===== src/rtl/mips_mc.sv =====
// mips_mc: multi-cycle core for the 16-bit MIPS-like ISA with req/ready instruction and data ports.
// Define MIPS_MC_PERF_CNT_EN to build the cycle/instret counters; otherwise they read 0.
module mips_mc #(
  parameter int unsigned DATA_W   = 16,
  parameter int unsigned PC_W     = 16,
  parameter int unsigned RESET_PC = 0
) (
  input  logic              clk,
  input  logic              reset_n,
  output logic              imem_req,
  output logic [PC_W-1:0]   imem_addr,
  input  logic              imem_ready,
  input  logic [15:0]       imem_rdata,
  output logic              dmem_req,
  output logic              dmem_we,
  output logic [DATA_W-1:0] dmem_addr,
  output logic [DATA_W-1:0] dmem_wdata,
  input  logic              dmem_ready,
  input  logic [DATA_W-1:0] dmem_rdata,
  output logic [PC_W-1:0]   pc_out,
  output logic [DATA_W-1:0] alu_result,
  output logic              retire,
  output logic [31:0]       cycle_cnt,
  output logic [31:0]       instret_cnt
);

  localparam logic [2:0] S_FETCH  = 3'd0;
  localparam logic [2:0] S_DECODE = 3'd1;
  localparam logic [2:0] S_EXEC   = 3'd2;
  localparam logic [2:0] S_MEM    = 3'd3;
  localparam logic [2:0] S_WB     = 3'd4;

  localparam logic [2:0] OP_R    = 3'd0;
  localparam logic [2:0] OP_SLTI = 3'd1;
  localparam logic [2:0] OP_J    = 3'd2;
  localparam logic [2:0] OP_JAL  = 3'd3;
  localparam logic [2:0] OP_LW   = 3'd4;
  localparam logic [2:0] OP_SW   = 3'd5;
  localparam logic [2:0] OP_BEQ  = 3'd6;
  localparam logic [2:0] OP_ADDI = 3'd7;

  localparam logic [31:0] RESET_PC_V = 32'(RESET_PC);

  logic [2:0]        r_state;
  logic [PC_W-1:0]   r_pc;
  logic [15:0]       r_ir;
  logic [DATA_W-1:0] r_a;
  logic [DATA_W-1:0] r_b;
  logic [DATA_W-1:0] r_alu;
  logic [DATA_W-1:0] r_mdr;
  logic [DATA_W-1:0] r_rf [8];

  logic [2:0]        w_op, w_rs, w_rt, w_rd;
  logic [3:0]        w_funct;
  logic [12:0]       w_jt;
  logic [DATA_W-1:0] w_imm;
  logic [PC_W-1:0]   w_boff, w_pc2, w_pcbr, w_jpc, w_jr_pc, w_npc;
  logic [DATA_W-1:0] w_link;
  logic [DATA_W-1:0] w_alu;
  logic              w_r_alu, w_ctrl;
  logic              w_we;
  logic [2:0]        w_waddr;
  logic [DATA_W-1:0] w_wdata;

  assign w_op    = r_ir[15:13];
  assign w_rs    = r_ir[12:10];
  assign w_rt    = r_ir[9:7];
  assign w_rd    = r_ir[6:4];
  assign w_funct = r_ir[3:0];
  assign w_jt    = r_ir[12:0];
  assign w_imm   = {{(DATA_W-7){r_ir[6]}}, r_ir[6:0]};
  assign w_boff  = {{(PC_W-8){r_ir[6]}}, r_ir[6:0], 1'b0};
  assign w_pc2   = r_pc + PC_W'(2);
  assign w_pcbr  = w_pc2 + w_boff;

  // Jump region keeps the pc+2 bits above the 14-bit in-region offset.
  if (PC_W > 14) begin : g_jpc_hi
    assign w_jpc = {w_pc2[PC_W-1:14], w_jt, 1'b0};
  end else begin : g_jpc_lo
    assign w_jpc = {w_jt, 1'b0};
  end

  if (DATA_W >= PC_W) begin : g_jr_trunc
    assign w_jr_pc = r_a[PC_W-1:0];
  end else begin : g_jr_zext
    assign w_jr_pc = {{(PC_W-DATA_W){1'b0}}, r_a};
  end

  if (PC_W >= DATA_W) begin : g_link_trunc
    assign w_link = w_pc2[DATA_W-1:0];
  end else begin : g_link_zext
    assign w_link = {{(DATA_W-PC_W){1'b0}}, w_pc2};
  end

  // R-type functs 0..4 go through WB; jr and undefined functs finish in EXEC.
  assign w_r_alu = (w_funct <= 4'd4);
  assign w_ctrl  = (w_op == OP_BEQ) || (w_op == OP_J) || (w_op == OP_JAL) ||
                   ((w_op == OP_R) && !w_r_alu);

  always_comb begin
    w_alu = '0;
    case (w_op)
      OP_R: begin
        case (w_funct)
          4'd0:    w_alu = r_a + r_b;
          4'd1:    w_alu = r_a - r_b;
          4'd2:    w_alu = r_a & r_b;
          4'd3:    w_alu = r_a | r_b;
          4'd4:    w_alu = {{(DATA_W-1){1'b0}}, ($signed(r_a) < $signed(r_b))};
          default: w_alu = '0;
        endcase
      end
      OP_SLTI: w_alu = {{(DATA_W-1){1'b0}}, ($signed(r_a) < $signed(w_imm))};
      OP_BEQ:  w_alu = r_a - r_b;
      OP_LW, OP_SW, OP_ADDI: w_alu = r_a + w_imm;
      default: w_alu = '0;
    endcase
  end

  always_comb begin
    w_npc = w_pc2;
    case (w_op)
      OP_BEQ:       w_npc = (r_a == r_b) ? w_pcbr : w_pc2;
      OP_J, OP_JAL: w_npc = w_jpc;
      OP_R:         w_npc = (w_funct == 4'd8) ? w_jr_pc : w_pc2;
      default:      w_npc = w_pc2;
    endcase
  end

  always_comb begin
    w_we    = 1'b0;
    w_waddr = w_rt;
    w_wdata = r_alu;
    if ((r_state == S_EXEC) && (w_op == OP_JAL)) begin
      w_we    = 1'b1;
      w_waddr = 3'd7;
      w_wdata = w_link;
    end else if (r_state == S_WB) begin
      w_we = 1'b1;
      if (w_op == OP_R) begin
        w_waddr = w_rd;
      end else if (w_op == OP_LW) begin
        w_wdata = r_mdr;
      end
    end
  end

  always_ff @(posedge clk or negedge reset_n) begin
    if (!reset_n) begin
      for (int i = 0; i < 8; i++) begin
        r_rf[i] <= '0;
      end
    end else if (w_we && (w_waddr != 3'd0)) begin
      r_rf[w_waddr] <= w_wdata;
    end
  end

  always_ff @(posedge clk or negedge reset_n) begin
    if (!reset_n) begin
      r_state <= S_FETCH;
      r_pc    <= RESET_PC_V[PC_W-1:0];
      r_ir    <= '0;
      r_a     <= '0;
      r_b     <= '0;
      r_alu   <= '0;
      r_mdr   <= '0;
    end else begin
      case (r_state)
        S_FETCH: begin
          if (imem_ready) begin
            r_ir    <= imem_rdata;
            r_state <= S_DECODE;
          end
        end
        S_DECODE: begin
          r_a     <= r_rf[w_rs];
          r_b     <= r_rf[w_rt];
          r_state <= S_EXEC;
        end
        S_EXEC: begin
          r_alu <= w_alu;
          if (w_ctrl) begin
            r_pc    <= w_npc;
            r_state <= S_FETCH;
          end else if ((w_op == OP_LW) || (w_op == OP_SW)) begin
            r_state <= S_MEM;
          end else begin
            r_state <= S_WB;
          end
        end
        S_MEM: begin
          if (dmem_ready) begin
            if (w_op == OP_SW) begin
              r_pc    <= w_pc2;
              r_state <= S_FETCH;
            end else begin
              r_mdr   <= dmem_rdata;
              r_state <= S_WB;
            end
          end
        end
        S_WB: begin
          r_pc    <= w_pc2;
          r_state <= S_FETCH;
        end
        default: r_state <= S_FETCH;
      endcase
    end
  end

  // Gating with reset_n keeps the fetch request low while reset is held.
  assign imem_req   = reset_n && (r_state == S_FETCH);
  assign imem_addr  = r_pc;
  assign pc_out     = r_pc;
  assign dmem_req   = (r_state == S_MEM);
  assign dmem_we    = (r_state == S_MEM) && (w_op == OP_SW);
  assign dmem_addr  = r_alu;
  assign dmem_wdata = r_b;
  assign alu_result = r_alu;
  assign retire     = ((r_state == S_EXEC) && w_ctrl) ||
                      ((r_state == S_MEM) && (w_op == OP_SW) && dmem_ready) ||
                      (r_state == S_WB);

`ifdef MIPS_MC_PERF_CNT_EN
  logic [31:0] r_cycle;
  logic [31:0] r_instret;

  always_ff @(posedge clk or negedge reset_n) begin
    if (!reset_n) begin
      r_cycle   <= '0;
      r_instret <= '0;
    end else begin
      r_cycle <= r_cycle + 32'd1;
      if (retire) begin
        r_instret <= r_instret + 32'd1;
      end
    end
  end

  assign cycle_cnt   = r_cycle;
  assign instret_cnt = r_instret;
`else
  assign cycle_cnt   = '0;
  assign instret_cnt = '0;
`endif

endmodule


===== config.mk =====
export PLATFORM = sky130hd
export DESIGN_NAME = mips_mc
export DESIGN_NICKNAME = d
export VERILOG_FILES = /design/src/rtl/mips_mc.sv
export SDC_FILE = /design/constraint.sdc
export NUM_CORES = 1
export LEC_CHECK = 0
export ABC_CLOCK_PERIOD_IN_PS = 9740
export BUFFER_PORTS_ARGS = -buffer_cell sky130_fd_sc_hd__buf_4
export CORE_MARGIN = 1
export CORE_UTILIZATION = 41
export DETAILED_ROUTE_END_ITERATION = 7
export PLACE_DENSITY = 0.55
export SLEW_MARGIN = 25
export SYNTH_ARGS = -nofsm -noshare
export SYNTH_HDL_FRONTEND = slang
export SYNTH_SLANG_ARGS = --single-unit

===== constraint.sdc =====
create_clock -name clk -period 9.74 [get_ports clk]
set_input_delay 0.487 -clock clk [delete_from_list [all_inputs] [get_ports clk]]
set_output_delay 0.487 -clock clk [all_outputs]
set_load 0.02 [all_outputs]

==> impl_metrics.py, run 1 <==
metrics = {
    "layout": {
        "num-fill-cells": 3663,
        "layout.nets": 1720,
        "areaGrowthSynthToFinish_pct": 10.0,
        "seq_area_sq_um": 5680,
        "multiInputGateArea_sq_um": 9240,
        "postLayoutCellArea_sq_um": 17700,
        "drive_gt1_frac": 0.256,
    },
    "worst_hold_path": {
        "hold_class": "in2reg",
    },
    "worst_setup_path": {
        "crit_path_max_incr_delay_ns": 0.91,
        "worst_setup_path_end_kind": "flop",
        "path_delay_family": "flip-flops",
        "timing_worst_setup_path_type": "reg2reg",
        "cp_common_cell": "a211oi_1",
        "crit_path_max_fanout": 21,
        "crit_path_start_kind": "flop",
        "arrival_ns": 4.10,
        "cp.required_ns": 10.20,
        "crit_slowest_cell": "dfrtp_1",
        "crit_chain": "inv_1, ha_1, nor2_1, nor4b_1, a211oi_1, o31ai_1, nor2b_1, mux2i_1, a211oi_1, o21ai_1",
        "cp_num_buf_inv": 1,
    },
    "pwr": {
        "power_frac_seq": 0.253,
        "total_power_uw": 6950,
        "p_int_uw": 3600,
        "power_density_nw_per_um2": 392,
        "p_clk_frac": 0.139,
        "vdd_drop_max_mv": 0.152,
        "combinationalPowerShare": 0.609,
        "switching_share": 0.482,
        "switching_power_uw": 3350,
        "power.leakage_uw": 0.00822,
    },
    "clock_network": {
        "numClockSinks": 227,
        "clk_pin_slew_worst_paths_ns": 0.06,
        "cts_setup_buffers": 0,
        "numCtsBuffers": 25,
        "htreeDepth": 1,
        "root_buffer": "clkbuf_16",
        "clock_path_buffers": 3,
        "tritoncts": "done",
        "clock_latency_ns": 0.54,
    },
    "timing": {
        "fin_crit_ns": 3.64,
        "fin_worst_skew_ns": 0.0177,
        "fmax_mhz": 275,
        "min_period_over_period": 0.374,
        "setup_ws_ns": 6.10,
        "setup_viol": 0,
        "grt_setup_unrepaired": "false",
        "slew-limit-headroom": 0.251,
        "tns_ns": 0,
        "finalHoldViolCount": 0,
        "tightest_slew_ns": 1.12,
        "finalMaxSlewViolations": 0,
    },
    "routing": {
        "first_pass_iters": 8,
        "dr.first_iter.drc_count": 1020,
        "routedWlPerCell_um": 22.2,
        "drc": 1,
        "routed_wirelength_um": 47200,
        "ant_nets": 0,
        "viasPerCell": 5.66,
        "vias": 12020,
    },
    "logic_synthesis": {
        "ys_top_cells_by_area": "dfrtp_1 (35%), mux2_2 (9.3%), mux4_2 (9.1%)",
        "async_flop_share": 1.00,
        "synth_area_leader_cell": "dfrtp_1",
        "ys_seq_area_frac": 0.353,
        "yosysWarnings": 0,
        "post-synth-top-area-fraction": 0.353,
        "synth-seq-cells": 227,
        "synth_ff_type": "dfrtp_1",
        "synthCells": 1551,
        "synth_cell_types": 85,
        "syn_area_sq_um": 16100,
        "synth_edf_count": 0,
        "syn_area_per_cell_sq_um": 10.4,
    },
    "global_route": {
        "grt_pass1_vias": 11787,
        "grt_overflow_total": 0,
        "grt_pass1_wl_um": 72500,
        "track_usage": 0.234,
        "grt_antenna_before_repair": 0,
        "grt_start_max_net_pins": 79,
    },
    "place": {
        "io_buffer_count": 119,
        "pre_cts_ws_ns": 6.11,
        "post-dp-hpwl_um": 34600,
        "globalplace.congestion": 0.931,
        "placed_cell_area_sq_um": 16900,
    },
    "run_status": {
        "violations": "design-rule violations",
        "outcome": "finished, violations left",
    },
    "floorplanning": {
        "die_w_um": 200,
        "start_util": 0.416,
        "rows": 72,
        "die_y_um": 200,
        "ios": 184,
        "die-area_sq_um": 40100,
        "core_sq_um": 38700,
    },
    "flow_run": {
        "drv_cap": 0,
    },
}
## metal layers
metal | wire length, um | track usage
met1 | 20700 | 0.322
met2 | 22800 | 0.395
met3 | 2590 | 0.0218
met4 | 1120 | 0.0599
met5 | 0 | 0
## final timing paths
path                                       start                    endpoint  slack [ns]  depth (start not counted)
max                          r_ir[6]$_DFFE_PN0P_  alu_result[15]$_DFFE_PN0P_        6.10                         10
min                                imem_rdata[2]         r_ir[2]$_DFFE_PN0P_        0.17                          3
max reg2reg                  r_ir[6]$_DFFE_PN0P_  alu_result[15]$_DFFE_PN0P_        6.10                         10
min reg2reg                r_rf[125]$_DFFE_PN0P_       r_rf[125]$_DFFE_PN0P_        0.39                          0
max in group asynchronous                reset_n   dmem_wdata[3]$_DFFE_PN0P_        7.44                          4
min in group asynchronous                reset_n       r_rf[108]$_DFFE_PN0P_        0.53                          2
## cell families after synthesis
| logic type | share of synthesized area |
|---|---|
| multiplexers | 0.223 |
| buffers and inverters | 0.0887 |
| adder cells (fa/ha/maj) | 0.0780 |
| XOR/XNOR | 0.0342 |
| flip-flops | 0.353 |
| other | 0.000233 |
| AO/OA/AOI/OAI | 0.126 |
| AND/OR/NAND/NOR | 0.0970 |
## Yosys cell counts, types with 4 or more instances
cell type / instances
a21oi_1: 101
mux2_2: 133
a222oi_1: 15
or3_1: 7
clkbuf_1: 64
nor2b_1: 11
dfrtp_1: 227
a211oi_1: 14
nand2b_1: 8
buf_4: 98
ha_1: 94
nand3b_1: 4
nand3_1: 18
nor2_1: 137
nand2_1: 78
nor3_1: 12
o21a_1: 8
and3_1: 6
nor3_4: 4
a21oi_2: 4
inv_1: 72
o221ai_1: 5
nand4_1: 6
nor3b_1: 4
mux2i_1: 59
xnor2_1: 43
o31ai_1: 7
o211ai_1: 6
buf_1: 6
fa_1: 4
xor2_1: 18
o21ai_1: 7
a221oi_1: 6
a21o_1: 11
o21ai_0: 60
buf_6: 5
buf_2: 19
o22ai_1: 12
mux4_2: 65
and2_1: 7
o21bai_1: 10
a31oi_1: 7
a22oi_1: 4
## state kept, by name, summed over array words and instances (netlist names)
register and count:
r_rf 128, alu_result 16, dmem_wdata 16, imem_addr 16, r_a 16, r_ir 16
r_mdr 16, r_state 3
## power groups by stage
stage / Combinational, uW / Sequential (uW) / Clock (uW)
final: 4230 / 1750 / 963
after global routing: 4600 / 1800 / 1020
after CTS: 4210 / 1750 / 989
after detailed placement: 4180 / 1760 / 0
after global placement: 4180 / 1750 / 0
after floorplan: 3120 / 1640 / 0
## worst min-delay path: cells and delay by family
kind / cells / cell delay (ns)
AO/OA/AOI/OAI: 1 / 0.06
AND/OR/NAND/NOR: 1 / 0.03
buffers and inverters: 1 / 0.08
## layout by cell type (no fill, tap or decap), drive strengths merged, types with 7 or more instances in the layout
cell type  netlist  routed
a211oi          14      14
a21o            11      11
a21oi          105     105
a221oi           8       8
a222oi          15      15
a31oi            7       7
and2             7       7
buf            128     137
clkbuf          65      35
conb             1      64
dfrtp          227     227
ha              94      94
inv             73      73
mux2           135     135
mux2i           60      60
mux4            65      65
nand2           81      81
nand2b           9       9
nand3           20      20
nor2           138     138
nor2b           11      11
nor3            19      19
o21a             8       8
o21ai           67      67
o21bai          11      11
o22ai           12      12
o31ai            9       9
or3              7       7
xnor2           44      44
xor2            18      18
## stage by stage
| stage | hold WS [ns] | instances | utilization |
|---|---|---|---|
| after floorplan | 0.191 | 1614 | - |
| final | 0.172 | 2122 | 0.457 |
| after CTS | 0.150 | 2121 | 0.457 |
| after global routing | 0.172 | 2121 | 0.457 |
| after detailed placement | 0.383 | 2076 | 0.436 |
| after global placement | 0.377 | 2075 | 0.436 |
## repair_timing
action	in CTS	in global routing
gates resized for setup	0	0
hold endpoints to repair	75	0
hold buffers	1	0
## cell type report
| cell class | count | area share |
|---|---|---|
| antenna | 1 | 0.000141 |
| inverter | 73 | 0.0155 |
| multi-input combinational | 1121 | 0.522 |
| clock buffer | 35 | 0.0391 |
| clock inverter | 9 | 0.00713 |
| tap | 518 | 0.0366 |
| timing repair buffer | 138 | 0.0592 |
| sequential | 227 | 0.321 |
Note: power is estimated with default switching activity, not from simulation.
==> run 2: changes to the inputs <==
ABC_AREA = 1   (was not set)
ABC_CLOCK_PERIOD_IN_PS = 3610   (was 9740)
clock period = 3.61 ns   (was 9.74 ns; I/O delays follow)
==> run 2 against run 1 <==
Net effect:
- the run now ends clean
- clock-buffer cell count up 7
- die area up 7.3%
- final area grew 11%
- area after synthesis increased by 7.4%
- setup slack lost 5.7 ns
- synthesized cell count increased by 61%
- non-clock buffer count rose by 78
- cell count is 48% higher
- worst hold slack lost 0.048 ns
- total power rose to 3.0 times the previous value
- combinational power grew to 3.2 times the previous value
- critical endpoint is now imem_addr[11]$_DFFE_PN0P_
- largest cell class unchanged
- largest power group unchanged
==> impl_metrics.py, run 2 <==
metrics = {
    "routing": {
        "first_pass_iters": 6,
        "routed_wirelength_um": 67100,
        "dr.first_iter.drc_count": 1646,
        "drc": 0,
        "ant_nets": 0,
        "viasPerCell": 5.47,
        "routedWlPerCell_um": 21.4,
        "vias": 17141,
    },
    "logic_synthesis": {
        "synth-seq-cells": 227,
        "yosys.cell_count.top_type": "nand2_1",
        "async_flop_share": 1.00,
        "synth_cell_types": 54,
        "synthCells": 2494,
        "post-synth-top-area-fraction": 0.328,
        "yosysWarnings": 0,
        "synth_common_cells": "nand2_1 (630), o21ai_0 (292), inv_1 (282), dfrtp_1 (227), a21oi_1 (217)",
        "syn_area_sq_um": 17300,
        "syn_area_per_cell_sq_um": 6.94,
        "synth_ff_type": "dfrtp_1",
        "ys_seq_area_frac": 0.328,
        "synth_area_leader_cell": "dfrtp_1",
        "synth_edf_count": 0,
        "ys_top_cells_by_area": "dfrtp_1 (33%), nand2_1 (14%), o21ai_0 (8.4%)",
    },
    "timing": {
        "finalMaxSlewViolations": 0,
        "tightest_slew_ns": 1.05,
        "finalHoldViolCount": 0,
        "grt_setup_unrepaired": "false",
        "timing.hold.ws_ns": 0.124,
        "fmax_mhz": 313,
        "setup_viol": 0,
        "min_period_over_period": 0.884,
        "fin_worst_skew_ns": 0.0281,
        "slew-limit-headroom": 0.298,
        "setup_ws_ns": 0.417,
        "tns_ns": 0,
        "fin_crit_ns": 3.19,
    },
    "run_status": {
        "outcome": "completed",
    },
    "floorplanning": {
        "rows": 74,
        "die-area_sq_um": 43000,
        "core_sq_um": 41200,
        "die_y_um": 207,
        "start_util": 0.420,
        "die_w_um": 207,
        "ios": 184,
    },
    "global_route": {
        "met1_usage": 0.424,
        "grt_pass1_wl_um": 102000,
        "grt_overflow_total": 0,
        "grt_use_met3": 0.0387,
        "grt_antenna_before_repair": 2,
        "busiest_layer": "met2",
        "met2_usage": 0.513,
        "grt_pass1_vias": 16081,
        "track_usage": 0.309,
        "grt_start_max_net_pins": 99,
    },
    "worst_setup_path": {
        "worst_setup_path_end_kind": "flop",
        "crit_slowest_cell": "nor3_1",
        "timing_worst_setup_path_type": "reg2reg",
        "cp_num_buf_inv": 3,
        "path_delay_family": "simple AND/OR/NAND/NOR gates",
        "crit_path_max_fanout": 6,
        "cp_common_cell": "nand2_1",
        "crit_chain": "inv_1, nor3_1, nand2_1, nor2_1, xor2_1, inv_1, ha_1, nand2_1, inv_1, nand2_1, nand3_1, nand2_1, nand2_1, or2_2, nand3_1, nand3_1, nand2_1, a21oi_1",
        "crit_path_start_kind": "flop",
        "arrival_ns": 3.64,
        "crit_path_max_incr_delay_ns": 0.46,
        "cp.required_ns": 4.06,
    },
    "pwr": {
        "p_int_uw": 9440,
        "p_clk_frac": 0.139,
        "power.leakage_uw": 0.00988,
        "combinationalPowerShare": 0.637,
        "switching_share": 0.550,
        "vdd_drop_max_mv": 0.430,
        "power_density_nw_per_um2": 1070,
        "switching_power_uw": 11500,
        "total_power_uw": 21000,
        "power_frac_seq": 0.224,
    },
    "layout": {
        "drive_gt1_frac": 0.111,
        "most-common-layout-cells": "nand2_1 (630), o21ai_0 (292), inv_1 (281)",
        "top_register": "r_rf",
        "antenna_cells": 0,
        "layout.nets": 2713,
        "largest_reg_flops": 128,
        "layout_commonest_cell": "nand2_1",
        "areaGrowthSynthToFinish_pct": 13.4,
        "postLayoutCellArea_sq_um": 19600,
    },
    "place": {
        "globalplace.congestion": 0.986,
        "pre_cts_ws_ns": 0.466,
        "placed_cell_area_sq_um": 18300,
        "io_buffer_count": 119,
        "post-dp-hpwl_um": 50400,
    },
    "clock_network": {
        "clock_path_buffers": 3,
        "numCtsBuffers": 29,
        "cts_setup_buffers": 0,
        "clock_latency_ns": 0.59,
        "ctsResizeCount": 0,
        "root_buffer": "clkbuf_16",
        "tritoncts": "done",
        "clk_pin_slew_worst_paths_ns": 0.06,
        "htreeDepth": 1,
        "numClockSinks": 227,
    },
    "flow_run": {
        "drv_cap": 0,
    },
    "worst_hold_path": {
        "hold_class": "in2async",
    },
}
==> run 2: area by class of cell <==
type                       instances  area, sq um
fill                            4285        21600
multi-input combinational       1811         9450
sequential                       227         5690
timing repair buffer             216         1730
inverter                         294         1110
clock buffer                      42          865
tap                              532          666
clock inverter                    10          101
==> run 2: logic make-up (layout without fill, tap and decap cells) <==
group | Yosys count | after routing | synth area share
AO/OA/AOI/OAI | 642 | 642 | 0.201
XOR/XNOR | 16 | 16 | 0.00810
adder cells (fa/ha/maj) | 98 | 98 | 0.0726
buffers and inverters | 519 | 562 | 0.139
flip-flops | 227 | 227 | 0.328
multiplexers | 23 | 23 | 0.0143
other | 1 | 64 | 0.000217
AND/OR/NAND/NOR | 968 | 968 | 0.236
==> run 2: routing by layer <==
layer  routed length [um]  share of wire
met1                29800           0.44
met2                31900           0.48
met3                 3830          0.057
met4                 1540          0.023
met5                   13        0.00019
==> run 2: worst paths after layout <==
check,start,endpoint,slack [ns],cells after the start
max,imem_addr[1]$_DFFE_PN0P_,imem_addr[11]$_DFFE_PN0P_,0.42,18
min,reset_n,r_rf[107]$_DFFE_PN0P_,0.12,2
max reg2reg,imem_addr[1]$_DFFE_PN0P_,imem_addr[11]$_DFFE_PN0P_,0.42,18
min reg2reg,r_rf[113]$_DFFE_PN0P_,r_rf[113]$_DFFE_PN0P_,0.39,0
max in group asynchronous,reset_n,r_ir[8]$_DFFE_PN0P_,2.41,3
min in group clk,r_rf[113]$_DFFE_PN0P_,r_rf[113]$_DFFE_PN0P_,0.39,0
==> run 2: per-stage QoR <==
| stage | util | std cells |
|---|---|---|
| after floorplan | - | 2557 |
| after global placement | 0.444 | 3045 |
| after detailed placement | 0.444 | 3045 |
| after CTS | 0.476 | 3132 |
| after global routing | 0.476 | 3132 |
| final | 0.476 | 3132 |
==> run 2: power by group through the flow <==
stage	Clock [uW]	Combinational, uW	Sequential, uW
6_report	2920	13400	4700
5_1_grt	3070	14700	4820
4_1_cts	2990	13200	4680
3_5_place_dp	0	13100	4720
3_3_place_gp	0	13200	4690
2_1_floorplan	0	8690	4390
==> run 2: timing repair <==
action,4_1_cts,5_1_grt
hold buffers,35,0
endpoints found under the setup margin,0,0
endpoints found under the hold margin,98,0
==> run 3: changes to the inputs <==
CELL_PAD_IN_SITES_DETAIL_PLACEMENT = 0   (was not set)
CELL_PAD_IN_SITES_GLOBAL_PLACEMENT = 1   (was not set)
PLACE_DENSITY = 0.74   (was 0.55)
==> run 3 against run 2 <==
Net effect:
- total power shrank 0.25%
- highest routed layer unchanged
- first-iteration DRC count fell by 7.5%
- die area unchanged
- combinational power is essentially flat
- fmax grew 1.6%
- cell count decreased by 0.22%
- final area is 0.52% lower
==> impl_metrics.py, run 3 (synthesized netlist as in run 2, its figures left out) <==
metrics = {
    "run_status": {
        "outcome": "completed",
    },
    "timing": {
        "setup_viol": 0,
        "fin_worst_skew_ns": 0.0497,
        "finalHoldViolCount": 0,
        "timing.hold.ws_ns": 0.0426,
        "tns_ns": 0,
        "tightest_slew_ns": 1.05,
        "fin_crit_ns": 3.14,
        "grt_setup_unrepaired": "false",
        "finalMaxSlewViolations": 0,
        "slew-limit-headroom": 0.295,
        "min_period_over_period": 0.870,
        "fmax_mhz": 318,
    },
    "place": {
        "globalplace.congestion": 0.946,
        "post-place-cells": 3041,
        "io_buffer_count": 119,
        "post-dp-hpwl_um": 50100,
    },
    "clock_network": {
        "root_buffer": "clkbuf_16",
        "clock_latency_ns": 0.60,
        "numClockSinks": 227,
        "clk_pin_slew_worst_paths_ns": 0.06,
        "numCtsBuffers": 28,
        "ctsResizeCount": 0,
        "tritoncts": "done",
        "htreeDepth": 1,
        "clock_path_buffers": 3,
    },
    "worst_setup_path": {
        "reg2reg_slack_ns": 0.47,
        "arrival_ns": 3.59,
        "reg2regPathDepth": 18,
        "crit_chain": "inv_1, nor3_1, nand2_1, nor2_1, xor2_1, inv_1, ha_1, nand2_1, inv_1, nand2_1, nand3_1, nand2_1, nand2_1, or2_2, nand3_1, nand3_1, nand2_1, a21oi_1",
        "cp.depth": 18,
        "crit_path_max_fanout": 6,
        "cp_common_cell": "nand2_1",
        "worst_setup_path_end_kind": "flop",
        "path_delay_family": "simple AND/OR/NAND/NOR gates",
        "timing_worst_setup_path_type": "reg2reg",
        "r2r-start": "imem_addr[1]$_DFFE_PN0P_",
        "cp.required_ns": 4.06,
        "crit_path_start_kind": "flop",
        "cp_num_buf_inv": 3,
        "timing.rr.end": "imem_addr[11]$_DFFE_PN0P_",
        "crit_slowest_cell": "dfrtp_1",
        "crit_path_max_incr_delay_ns": 0.47,
    },
    "global_route": {
        "grt_overflow_total": 0,
        "grt_pass1_vias": 15963,
        "track_usage": 0.308,
        "grt_pass1_wl_um": 101000,
        "grt_start_max_net_pins": 98,
        "grt_antenna_before_repair": 4,
    },
    "layout": {
        "drive_gt1_frac": 0.108,
        "num-fill-cells": 4275,
        "antenna_cells": 0,
        "top_register": "r_rf",
        "areaGrowthSynthToFinish_pct": 12.8,
        "multiInputGateArea_sq_um": 9450,
        "fin_cells": 3125,
        "layout.nets": 2707,
        "most-common-layout-cells": "nand2_1 (630), o21ai_0 (292), inv_1 (281)",
        "layout_commonest_cell": "nand2_1",
        "seq_area_sq_um": 5690,
        "largest_reg_flops": 128,
    },
    "worst_hold_path": {
        "hold_start": "imem_ready",
        "hold_depth": 3,
        "holdPathEnd": "r_state[2]$_DFFE_PN0P_",
        "hold_class": "in2reg",
    },
    "flow_run": {
        "drv_cap": 0,
    },
    "routing": {
        "ant_nets": 0,
        "routedWlPerCell_um": 21.5,
        "routed_wirelength_um": 67200,
        "first_pass_iters": 6,
        "vias": 17066,
        "drc": 0,
        "viasPerCell": 5.46,
        "dr.first_iter.drc_count": 1523,
    },
    "pwr": {
        "power_density_nw_per_um2": 1070,
        "power.leakage_uw": 0.00984,
        "total_power_uw": 20900,
        "vdd_drop_max_mv": 0.585,
    },
    "floorplanning": {
        "die_w_um": 207,
        "rows": 74,
        "ios": 184,
        "core_sq_um": 41200,
        "die_y_um": 207,
        "die-area_sq_um": 43000,
        "start_util": 0.420,
    },
}
[run 3: worst max-delay path by stage]
stage | from | end
finish | imem_addr[1]$_DFFE_PN0P_ | imem_addr[11]$_DFFE_PN0P_
global route | imem_addr[1]$_DFFE_PN0P_ | imem_addr[14]$_DFFE_PN0P_
CTS | imem_addr[1]$_DFFE_PN0P_ | imem_addr[11]$_DFFE_PN0P_
detailed placement | imem_addr[1]$_DFFE_PN0P_ | imem_addr[11]$_DFFE_PN0P_
global placement | imem_addr[1]$_DFFE_PN0P_ | imem_addr[11]$_DFFE_PN0P_
floorplan | imem_addr[1]$_DFFE_PN0P_ | imem_addr[7]$_DFFE_PN0P_
[run 3: tightest hold or removal path, cell delays in order]
cell and delay [ns]:
buf_4 0.10, o21ai_0 0.11, a21oi_1 0.16
[run 3: report_power, final]
| group | switching (uW) | internal [uW] |
|---|---|---|
| Combinational | 9260 | 4190 |
| Clock | 1180 | 1620 |
| Sequential | 1190 | 3500 |
[run 3: timing repair]
action | in CTS | in global routing
hold buffers | 34 | 0
hold endpoints to repair | 80 | 0
buffers inserted | 0 | 0
setup endpoints to repair | 0 | 0
[run 3: final cells by class]
class                   count  share of cell area
clock buffers              40              0.0413
clock inverters            10             0.00526
inverters                 294              0.0568
multi-input cells        1811               0.484
flip-flops and latches    227               0.292
well taps                 532              0.0341
repair buffers            211              0.0866
[run 3: per-stage QoR]
| stage | util | setup WS [ns] | instance area, sq um |
|---|---|---|---|
| final | 0.474 | 0.469 | 19500 |
| after global routing | 0.474 | 0.166 | 19500 |
| after CTS | 0.474 | 0.532 | 19500 |
| after detailed placement | 0.443 | 0.539 | 18300 |
| after global placement | 0.443 | 0.591 | 18300 |
| after floorplan | - | 0.842 | 17500 |
[run 3: per-layer routing]
layer / vias to the layer above / GRT usage / wire length, um
met5: - / 0 / 11
met4: 2 / 0.0728 / 1560
met3: 88 / 0.0362 / 3820
met2: 542 / 0.508 / 31600
met1: 8266 / 0.430 / 30200
li1: 8168 / - / -
